===== src/rtl/aes_block_capture_if.sv =====
// Write-port and block-output bundle for aes_block_capture.
// master = AES write side plus UART ready; slave = the capture block.
interface aes_block_capture_if #(
  parameter int WORD_W  = 1,
  parameter int BLOCK_W = 128,
  parameter int ADDR_W  = 7
);
  logic               a_ce;
  logic               a_we;
  logic [ADDR_W-1:0]  a_addr;
  logic [WORD_W-1:0]  a_d;
  logic               b_ce;
  logic               b_we;
  logic [ADDR_W-1:0]  b_addr;
  logic [WORD_W-1:0]  b_d;
  logic [BLOCK_W-1:0] out_block;
  logic               out_valid;
  logic               out_ready;
  logic               out_partial;

  modport master (
    output a_ce, a_we, a_addr, a_d,
    output b_ce, b_we, b_addr, b_d,
    output out_ready,
    input  out_block, out_valid, out_partial
  );

  modport slave (
    input  a_ce, a_we, a_addr, a_d,
    input  b_ce, b_we, b_addr, b_d,
    input  out_ready,
    output out_block, out_valid, out_partial
  );
endinterface


===== src/rtl/aes_block_capture.sv =====
// Assembles AES cipher-text RAM writes (ports A/B) into one block and hands it to the UART TX path.
// Define AES_CAPTURE_MSB_FIRST_EN to place address 0 in the block MSB instead of the LSB.
module aes_block_capture #(
  parameter int WORD_W  = 1,
  parameter int BLOCK_W = 128,
  parameter int ADDR_W  = 7
) (
  input  logic                 clk,
  input  logic                 reset_n,
  aes_block_capture_if.slave   bus,
  input  logic                 done_i,
  input  logic                 clear_i,
  output logic                 overrun,
  output logic                 addr_err,
  output logic [7:0]           overrun_cnt
);

  localparam int              DEPTH   = BLOCK_W / WORD_W;
  localparam logic [ADDR_W:0] DEPTH_L = (ADDR_W+1)'(DEPTH);

  typedef enum logic {COLLECT, HOLD} state_t;

  state_t             state_q, state_d;
  logic [DEPTH-1:0]   mask_q, mask_d;
  logic [BLOCK_W-1:0] block_q, block_d;
  logic               partial_q, partial_d;
  logic               valid_q;

  logic               a_act, b_act;
  logic               a_in, b_in;
  logic               err_now;
  logic [1:0]         drop_cnt;
  logic [7:0]         cnt_base;
  logic [8:0]         cnt_sum;

  function automatic int slot_lo(input int idx);
`ifdef AES_CAPTURE_MSB_FIRST_EN
    return BLOCK_W - (idx + 1) * WORD_W;
`else
    return idx * WORD_W;
`endif
  endfunction

  assign a_act   = bus.a_ce & bus.a_we;
  assign b_act   = bus.b_ce & bus.b_we;
  assign a_in    = ({1'b0, bus.a_addr} < DEPTH_L);
  assign b_in    = ({1'b0, bus.b_addr} < DEPTH_L);
  assign err_now = (a_act & ~a_in) | (b_act & ~b_in);

  always_ff @(posedge clk or negedge reset_n) begin
    if (!reset_n) begin
      state_q <= COLLECT;
    end else begin
      state_q <= state_d;
    end
  end

  // Port B is applied after port A so it wins a same-address collision.
  always_comb begin
    state_d   = state_q;
    mask_d    = mask_q;
    block_d   = block_q;
    partial_d = partial_q;
    drop_cnt  = 2'd0;
    case (state_q)
      COLLECT: begin
        for (int i = 0; i < DEPTH; i++) begin
          if (a_act && bus.a_addr == ADDR_W'(i)) begin
            block_d[slot_lo(i) +: WORD_W] = bus.a_d;
            mask_d[i]                     = 1'b1;
          end
          if (b_act && bus.b_addr == ADDR_W'(i)) begin
            block_d[slot_lo(i) +: WORD_W] = bus.b_d;
            mask_d[i]                     = 1'b1;
          end
        end
        if ((&mask_d) || done_i) begin
          state_d   = HOLD;
          partial_d = ~&mask_d;
        end
      end
      HOLD: begin
        drop_cnt = {1'b0, a_act} + {1'b0, b_act};
        if (bus.out_ready) begin
          state_d = COLLECT;
          mask_d  = '0;
        end
      end
      default: begin
        state_d = COLLECT;
      end
    endcase
  end

  always_ff @(posedge clk or negedge reset_n) begin
    if (!reset_n) begin
      mask_q    <= '0;
      block_q   <= '0;
      partial_q <= 1'b0;
      valid_q   <= 1'b0;
    end else begin
      mask_q    <= mask_d;
      block_q   <= block_d;
      partial_q <= partial_d;
      valid_q   <= (state_d == HOLD);
    end
  end

  // A clear in the same cycle as a drop still records that drop.
  assign cnt_base = clear_i ? 8'd0 : overrun_cnt;
  assign cnt_sum  = {1'b0, cnt_base} + {7'd0, drop_cnt};

  always_ff @(posedge clk or negedge reset_n) begin
    if (!reset_n) begin
      overrun     <= 1'b0;
      addr_err    <= 1'b0;
      overrun_cnt <= 8'd0;
    end else begin
      overrun     <= (overrun & ~clear_i) | (drop_cnt != 2'd0);
      addr_err    <= (addr_err & ~clear_i) | err_now;
      overrun_cnt <= cnt_sum[8] ? 8'hFF : cnt_sum[7:0];
    end
  end

  assign bus.out_block   = block_q;
  assign bus.out_valid   = valid_q;
  assign bus.out_partial = partial_q;

endmodule

===== src/flat_wrapper.sv =====
// flat-port wrapper written by rule: the top's interface ports become plain ports
module aes_block_capture_flat 
#(
  parameter int WORD_W  = 1,
  parameter int BLOCK_W = 128,
  parameter int ADDR_W  = 7
)
  (clk, reset_n, done_i, clear_i, overrun, addr_err, overrun_cnt, bus_a_ce, bus_a_we, bus_a_addr, bus_a_d, bus_b_ce, bus_b_we, bus_b_addr, bus_b_d, bus_out_ready, bus_out_block, bus_out_valid, bus_out_partial);
  aes_block_capture_if #(.WORD_W(WORD_W), .BLOCK_W(BLOCK_W), .ADDR_W(ADDR_W)) bus_i ();
  input  logic clk;
  input  logic reset_n;
  input  logic done_i;
  input  logic clear_i;
  output logic overrun;
  output logic addr_err;
  output logic [7:0] overrun_cnt;
  input wire logic [$bits(bus_i.a_ce)-1:0] bus_a_ce;
  input wire logic [$bits(bus_i.a_we)-1:0] bus_a_we;
  input wire logic [$bits(bus_i.a_addr)-1:0] bus_a_addr;
  input wire logic [$bits(bus_i.a_d)-1:0] bus_a_d;
  input wire logic [$bits(bus_i.b_ce)-1:0] bus_b_ce;
  input wire logic [$bits(bus_i.b_we)-1:0] bus_b_we;
  input wire logic [$bits(bus_i.b_addr)-1:0] bus_b_addr;
  input wire logic [$bits(bus_i.b_d)-1:0] bus_b_d;
  input wire logic [$bits(bus_i.out_ready)-1:0] bus_out_ready;
  output wire logic [$bits(bus_i.out_block)-1:0] bus_out_block;
  output wire logic [$bits(bus_i.out_valid)-1:0] bus_out_valid;
  output wire logic [$bits(bus_i.out_partial)-1:0] bus_out_partial;
  assign bus_i.a_ce = bus_a_ce;
  assign bus_i.a_we = bus_a_we;
  assign bus_i.a_addr = bus_a_addr;
  assign bus_i.a_d = bus_a_d;
  assign bus_i.b_ce = bus_b_ce;
  assign bus_i.b_we = bus_b_we;
  assign bus_i.b_addr = bus_b_addr;
  assign bus_i.b_d = bus_b_d;
  assign bus_i.out_ready = bus_out_ready;
  assign bus_out_block = bus_i.out_block;
  assign bus_out_valid = bus_i.out_valid;
  assign bus_out_partial = bus_i.out_partial;
  aes_block_capture #(.WORD_W(WORD_W), .BLOCK_W(BLOCK_W), .ADDR_W(ADDR_W)) u_core (.clk(clk), .reset_n(reset_n), .bus(bus_i), .done_i(done_i), .clear_i(clear_i), .overrun(overrun), .addr_err(addr_err), .overrun_cnt(overrun_cnt));
endmodule

===== config.mk =====
export PLATFORM = sky130hd
export DESIGN_NAME = aes_block_capture_flat
export DESIGN_NICKNAME = d
export VERILOG_FILES = /design/src/rtl/aes_block_capture_if.sv /design/src/rtl/aes_block_capture.sv /design/src/flat_wrapper.sv
export SDC_FILE = /design/constraint.sdc
export NUM_CORES = 1
export LEC_CHECK = 0
export CAP_MARGIN = 20
export CORE_UTILIZATION = 65
export CTS_BUF_LIST = sky130_fd_sc_hd__clkbuf_8
export CTS_CLUSTER_DIAMETER = 50
export DETAILED_ROUTE_END_ITERATION = 12
export DONT_BUFFER_PORTS = 1
export PLACE_DENSITY = 0.79
export SLEW_MARGIN = 25
export SYNTH_ARGS = -nofsm -noshare
export SYNTH_HDL_FRONTEND = slang
export SYNTH_SLANG_ARGS = --single-unit
export TNS_END_PERCENT = 10

===== constraint.sdc =====
create_clock -name clk -period 2.95 [get_ports clk]
set_input_delay 0.59 -clock clk [delete_from_list [all_inputs] [get_ports clk]]
set_output_delay 0.59 -clock clk [all_outputs]
set_load 0.01 [all_outputs]

==> results of run 1 <==
[cell usage in the layout, fill, tap and decap left out, drive strengths merged, types with 7 or more instances in the layout]
cell,count
clkbuf,50
a22oi,37
a221oi,92
dfrtp,268
nor3,7
mux2i,128
nand4,9
inv,58
a2111oi,31
a21oi,222
nand2,240
nor2,198
buf,214
o21a,129
nor2b,7
[sequential cells by signal, summed over array words and instances (netlist names)]
signal and cells:
u_core.addr_err 1, u_core.mask_q 128, u_core.bus.out_block 128, u_core.overrun 1
u_core.bus.out_partial 1, u_core.overrun_cnt 8, u_core.state_q 1
[routing by layer]
metal  routed length (microns)  vias up  part of all wire (%)  track usage [%]
met3                      7930      264                    15             18.7
met1                     19500     6746                    36             62.0
met4                      3840        0                   7.0             30.1
li1                          -     5962                     -                -
met2                     23200     1139                    43             71.2
met5                         0        -                     0                0
[stage by stage]
step | util, % | area [sq um] | std cells
floorplan | - | 14300 | 1596
global placement | 75.3 | 16000 | 1951
detailed placement | 75.3 | 16000 | 1951
CTS | 79.2 | 16900 | 2024
global route | 79.2 | 16900 | 2024
finish | 79.2 | 16900 | 2024
[timing repair]
item,CTS,global route
setup buffers,0,0
endpoints found under the hold margin,268,268
resized for setup,0,1
endpoints found under the setup margin,0,1
[cell type report]
cell class,count,area share (%)
flip-flops and latches,268,39.8
multi-input cells,1152,41.4
clock buffers,50,4.08
inverters,42,0.935
repair buffers,214,10.9
well taps,275,2.04
clock inverters,23,0.757
[kinds of logic after synthesis]
group,Yosys count
simple gates,497
mux,128
fa+ha+maj,4
flops,268
buf+inv,176
xor+xnor,3
compound gates,520
[worst paths after layout]
kind / start / endpoint / slack, ns / cells past startpoint
max in group asynchronous: reset_n / u_core.bus.out_block[2]$_DFFE_PN0P_ / 2.71 / 0
setup / recovery: bus_a_addr[2] / u_core.bus.out_partial$_DFFE_PN0P_ / 0.19 / 12
min in group clk: clear_i / u_core.addr_err$_DFF_PN0_ / 0.09 / 1
hold reg to reg: u_core.mask_q[46]$_DFFE_PN0P_ / u_core.mask_q[46]$_DFFE_PN0P_ / 0.49 / 1
setup reg to reg: u_core.state_q$_DFF_PN0_ / u_core.overrun_cnt[5]$_DFF_PN0_ / 0.67 / 8
hold / removal: reset_n / u_core.overrun_cnt[5]$_DFF_PN0_ / -0.27 / 0
[power by group]
group	switching, mW	internal, mW	total, mW	leakage, nW
Sequential	0.319	3.91	4.23	3.68
Clock	1.53	1.62	3.15	0.471
Combinational	0.505	0.288	0.792	3.88
Total	2.35	5.82	8.17	8.02
==> summary.md, run 1 <==
| Metric | Value |
|---|---|
| Outcome | `complete, but fails checks` |
| Failing checks | `hold timing` |
| Seq cells post-synth | `268` |
| Leakage | `8.02 nW` |
| Worst Setup Slack, final | `0.188 ns` |
| # setup viols final | `0` |
| Ys flop type | `dfrtp_1` |
| Req. time, crit path | `3.40 ns` |
| Fill count | `1,344` |
| IO Pins | `165` |
| Library cells used by synthesis | `38` |
| Pin count of the biggest net entering global routing | `269` |
| Commonest cells in the netlist | `dfrtp_1, nand2_1, a21oi_1` |
| Critical Path Start Type | `input pin` |
| Buffers on Ports | `0` |
| Slowest CP cell | `a2111oi_0` |
| CP peak stage delay | `0.68 ns` |
| Slew margin rel. | `30.5%` |
| Adder-cell share of the synthesized area | `0.402%` |
| Antenna diodes | `0` |
| Final WL | `54,500 microns` |
| Count leader, synth | `dfrtp_1` |
| Post-synthesis simple-gate area fraction | `14.4%` |
| Hold Slack | `-0.271 ns` |
| Setup TNS | `0 ns` |
| Top delay family on crit path | `compound AO/OA/AOI/OAI gates` |
| CP dominant cell by count | `buf_4` |
| Post-synth EDFFs | `0` |
| Clock Sinks | `268` |
| Syn Nets | `1,625` |
| Share of layout cells above drive strength 1 | `16.6%` |
| Area grow syn2layout | `17.8%` |
| Clock Skews | `0.0143 ns` |
| First-pass GRT wire length | `81,900 microns` |
| CP Class | `in -> reg` |
| Clk_lat worst skew | `0.57 ns` |
| Post-synth top area share | `46.9%` |
| Total power | `8.17 mW` |
| DP HPWL | `36,800 microns` |
| Crit path arrival time | `3.21 ns` |
| HP Class | `in -> async` |
| Total grt overflow | `0` |
| Initial antenna violation count | `0` |
| First drt pass iteration count | `6` |
| Detailed router's first-iteration violation count | `1,848` |
| Tcrit/Tclk final | `93.6%` |
| Initial Utilization | `67.2%` |
| Post-synthesis sequential area ratio | `46.9%` |
| DR DRC count | `0` |
| Synthesized area | `14,300 sq um` |
| Routability Congestion | `1.02` |
| Die Ht | `150 microns` |
| Post-Synth XOR/XNOR Area | `0.184%` |
| Max-Cap Viols | `0` |
| Vias per inst | `6.97` |
| Site Rows | `53` |
| RSZ-0062 raised after global routing | `no` |
| Worst-margin pin slew | `1.04 ns` |
| Clock root buffer | `clkbuf_8` |
| CTS buffer count | `44` |
| Die ar. | `22,600 sq um` |
| Critical-path maximum fanout | `11` |
| Maximum vdd drop | `512 uV` |
| Worst-path clk slew | `0.06 ns` |
| Largest family of logic cells by synthesized area | `compound AO/OA/AOI/OAI gates` |
| CTS tree | `done` |
| Mapped Cells | `1,596` |
| Ys async rst share | `100%` |
| Tot GR Track Use | `49.1%` |
| Final #Nets | `1,751` |
| Crit path buf inv count | `4` |
| Achievable Freq | `0.362 GHz` |
| Cell Chain, Critical Path | `nand4b_1 -> buf_4 -> nor3_2 -> buf_4 -> buf_4 -> a221oi_1 -> a2111oi_0 -> buf_4 -> nand4_1 -> nor2_1 -> nand3_1 -> o21a_1` |
| WL/cell | `26.9 microns` |
| Pre-CTS WS | `-0.366 ns` |
| H-tree Lvls | `2` |
| Yosys warns | `0` |
| Clk buf depth | `3` |
| Vias in the first global route | `13.8k` |
| Final Hold Vio Count | `268` |
| Synth top area cells | `dfrtp_1, mux2i_1, a21oi_1, o21a_1, nand2_1` |
| Reg area | `6710 sq um` |
| Synth Area per Inst | `8.96 sq um` |
| Die W | `150 microns` |
| Max Slew Vio Count | `0` |
| Mux share of post-synthesis cell area | `8.96%` |
| Antenna-violating nets left | `0` |
| Crit end category | `register` |
| Area taken by multi-input logic gates | `6980 sq um` |
| Min cycle time layout | `2.76 ns` |
| P per Cell Area | `485 nW/um^2` |
| Core Region | `21,300 sq um` |
| Vias | `14.1k` |
| Synth Area in Compound Gates | `24.4%` |
| Top cell type by total area after synthesis | `dfrtp_1` |
No activity file was read; power rests on OpenSTA's default activity.
==> run 2, diff against run 1 <==
--- a/config.mk
+++ b/config.mk
@@ -5,6 +5,7 @@
 export SDC_FILE = /design/constraint.sdc
 export NUM_CORES = 1
 export LEC_CHECK = 0
+export ABC_AREA = 1
 export CAP_MARGIN = 20
 export CORE_UTILIZATION = 65
 export CTS_BUF_LIST = sky130_fd_sc_hd__clkbuf_8
==> run 2 against run 1 <==
  * The run still ends with hold timing left
  * Largest cell class unchanged
  * Critical path type is now reg -> reg
  * Non-clock buffer count fell by 98
  * Clock skew fell by 0.00082 ns
  * Fmax rose by 11%
  * Critical path depth fell by 2
  * Worst hold slack got worse by 0.021 ns
  * Area after synthesis rose by 7.6%
  * Power rose by 5.6%
  * First-iteration DRC count rose by 25%
  * Via count rose by 17%
  * Register-to-register slack got worse by 0.20 ns
  * Flip-flop and latch count did not move
  * Critical endpoint is now u_core.overrun_cnt[7]$_DFF_PN0_
  * Highest routed layer unchanged
==> summary.md, run 2 <==
| Metric | Value |
|---|---|
| Critical-path maximum fanout | `7 (-4)` |
| Postcts setup bufs | `0 (unchanged)` |
| Post-synthesis simple-gate area fraction | `32.0% (+18 points)` |
| P per Cell Area | `498 nW/um^2 (+2.7%)` |
| RSZ-0062 raised after global routing | `no` |
| Crit path arrival time | `2.96 ns (-0.25 ns)` |
| Critical Path Start Type | `register` |
| Mapped Cells | `2,178 (+36%)` |
| Die W | `156 microns (+3.7%)` |
| Crit end category | `register` |
| Clk_lat worst skew | `0.58 ns (about the same)` |
| Commonest cells in the netlist | `nand2_1, inv_1, dfrtp_1` |
| Buffers on Ports | `0 (unchanged)` |
| Ys async rst share | `100% (unchanged)` |
| Wl on met1 | `20,600 microns (+5.4%)` |
| First-pass GRT wire length | `89,600 microns (+9.5%)` |
| Design area | `17,300 sq um (+2.8%)` |
| Library cells used by synthesis | `33 (-13%)` |
| Clk buf depth | `3 (unchanged)` |
| Syn Nets | `2,207 (+36%)` |
| Achievable Freq | `0.403 GHz (+11%)` |
| Adder-cell share of the synthesized area | `0.374% (-0.028 points)` |
| CP Class | `reg -> reg` |
| Hold Slack | `-0.292 ns (-0.0210 ns)` |
| DR DRC count | `0 (unchanged)` |
| Detailed router's first-iteration violation count | `2,314 (+25%)` |
| Reg area | `6710 sq um (about the same)` |
| Final #Nets | `2,266 (+29%)` |
| Req. time, crit path | `3.43 ns (+0.03 ns)` |
| Antenna-violating nets left | `0 (unchanged)` |
| Cts repair resizes | `0 (unchanged)` |
| Synth Area per Inst | `7.06 sq um (-21%)` |
| HP Class | `in -> async` |
| Initial antenna violation count | `0 (unchanged)` |
| Final core area utilization | `75.6% (-3.6 points)` |
| Area taken by multi-input logic gates | `7160 sq um (+2.5%)` |
| Tcrit/Tclk final | `84.0% (-9.6 points)` |
| Area grow syn2layout | `12.6%` |
| Placed Area | `16,400 sq um (+2.0%)` |
| Outcome | `complete, but fails checks` |
| Antenna diodes | `0 (unchanged)` |
| Initial Utilization | `67.1% (about the same)` |
| Clock root buffer | `clkbuf_8` |
| Commonest non-fill, non-tap cells in the layout | `nand2_1, inv_1, dfrtp_1, nand3_1, nor2_1` |
| Pin count of the biggest net entering global routing | `269 (unchanged)` |
| Worst-margin pin slew | `0.736 ns (-0.306 ns)` |
| Synth Area in Compound Gates | `14.0% (-10 points)` |
| Vias | `16.5k (+17%)` |
| Synth top area cells | `dfrtp_1, nand2_1, nand3_1, inv_1, o21ai_0` |
| Maximum vdd drop | `392 uV (-23%)` |
| Most common cell after layout, fill and taps aside | `nand2_1` |
| Die Ht | `156 microns (+3.7%)` |
| IO Pins | `165 (unchanged)` |
| Post-synth EDFFs | `0 (unchanged)` |
| CTS buffer count | `46 (+4.5%)` |
| Leakage | `9.51 nW (+18%)` |
| Mux share of post-synthesis cell area | `0% (-9.0 points)` |
| Clock Skews | `0.0135 ns (-0.000825 ns)` |
| Fill count | `1,799 (+34%)` |
| DR top layer | `met4` |
| Max Slew Vio Count | `0 (unchanged)` |
| CTS tree | `done` |
| Share of layout cells above drive strength 1 | `10.4% (-6.1 points)` |
| WL/cell | `23.0 microns (-15%)` |
| Die ar. | `24,300 sq um (+7.5%)` |
| # setup viols final | `0 (unchanged)` |
| Vias in the first global route | `16.0k (+16%)` |
| Max-Cap Viols | `0 (unchanged)` |
| Failing checks | `hold timing` |
| Count leader, synth | `nand2_1` |
| Met2 WL post-DR | `24,600 microns (+5.9%)` |
| Setup TNS | `0 ns (unchanged)` |
| Clock Sinks | `268 (unchanged)` |
| Top cell type by total area after synthesis | `dfrtp_1` |
| Vias per inst | `6.37 (-8.7%)` |
| Site Rows | `55 (+3.8%)` |
| Final WL | `59,400 microns (+8.9%)` |
| Min cycle time layout | `2.48 ns (-0.284 ns)` |
| Total grt overflow | `0 (unchanged)` |
| Tot GR Track Use | `49.3% (+0.18 points)` |
| DP HPWL | `39,900 microns (+8.4%)` |
| Core Region | `22,900 sq um (+7.7%)` |
| Worst-path clk slew | `0.06 ns (about the same)` |
| Ys flop type | `dfrtp_1` |
| Final Hold Vio Count | `268 (unchanged)` |
| Largest family of logic cells by synthesized area | `simple AND/OR/NAND/NOR gates` |
| Post-Synth XOR/XNOR Area | `0.114% (-0.070 points)` |
| Yosys warns | `0 (unchanged)` |
| Post-synth top area share | `43.6% (-3.3 points)` |
| Synthesized area | `15,400 sq um (+7.6%)` |
| First drt pass iteration count | `7 (+1)` |
| H-tree Lvls | `2 (unchanged)` |
| Seq cells post-synth | `268 (unchanged)` |
| Routability Congestion | `1.05 (+2.8%)` |
| Slew margin rel. | `50.9% (+20 points)` |
| Metal3 WL | `9190 microns (+16%)` |
| Post-synthesis sequential area ratio | `43.6% (-3.3 points)` |
run 2: final cells by class:
class / instances / area share [%]
clock buffer: 62 / 4.93
clock inverter: 19 / 0.672
inverter: 279 / 6.05
multi-input combinational: 1526 / 41.3
sequential: 268 / 38.7
tap: 313 / 2.26
timing repair buffer: 116 / 6.04
run 2: critical path, stage by stage, from the launching register on:
cell,delay [ns]
dfrtp_2,0.55
nand2_1,0.17
inv_1,0.09
ha_1,0.16
inv_1,0.05
fa_1,0.40
nor3_1,0.29
nand2_1,0.12
nor2_1,0.14
nand3_1,0.23
o211ai_1,0.17
run 2: metrics by stage:
step	cells	power [mW]	worst slack, ns
global placement	2502	5.02	0.100
floorplan	2178	4.71	0.00284
CTS	2583	8.55	0.568
finish	2583	8.63	0.472
detailed placement	2502	5.04	0.0643
global route	2583	8.82	0.299
run 2: power by group:
group	internal [mW]	switching, mW
clock network	1.96	1.64
registers	3.88	0.283
logic	0.254	0.615
run 2: path summary, 6_finish.rpt:
path | start | end | slack [ns] | cells past startpoint
setup reg to reg | u_core.state_q$_DFF_PN0_ | u_core.overrun_cnt[7]$_DFF_PN0_ | 0.47 | 10
min in group clk | clear_i | u_core.addr_err$_DFF_PN0_ | 0.07 | 1
max in group asynchronous | reset_n | u_core.mask_q[127]$_DFFE_PN0P_ | 2.86 | 0
setup / recovery | u_core.state_q$_DFF_PN0_ | u_core.overrun_cnt[7]$_DFF_PN0_ | 0.47 | 10
hold reg to reg | u_core.mask_q[21]$_DFFE_PN0P_ | u_core.mask_q[21]$_DFFE_PN0P_ | 0.49 | 2
hold / removal | reset_n | u_core.mask_q[8]$_DFFE_PN0P_ | -0.29 | 0
run 2: cell families after synthesis:
| logic type | Yosys count |
|---|---|
| AOI/OAI and AO/OA | 402 |
| xor gates and xnor gates | 2 |
| adders and majority gates | 4 |
| buffers and inverters | 384 |
| DFF | 268 |
| and+or+nand+nor | 1118 |
run 2: metal layers:
metal  GRT usage (%)  vias to the layer above
li1                -                     7211
met1            60.1                     7434
met2            71.5                     1422
met3            18.0                      383
met4            36.8                        0
met5               0                        -
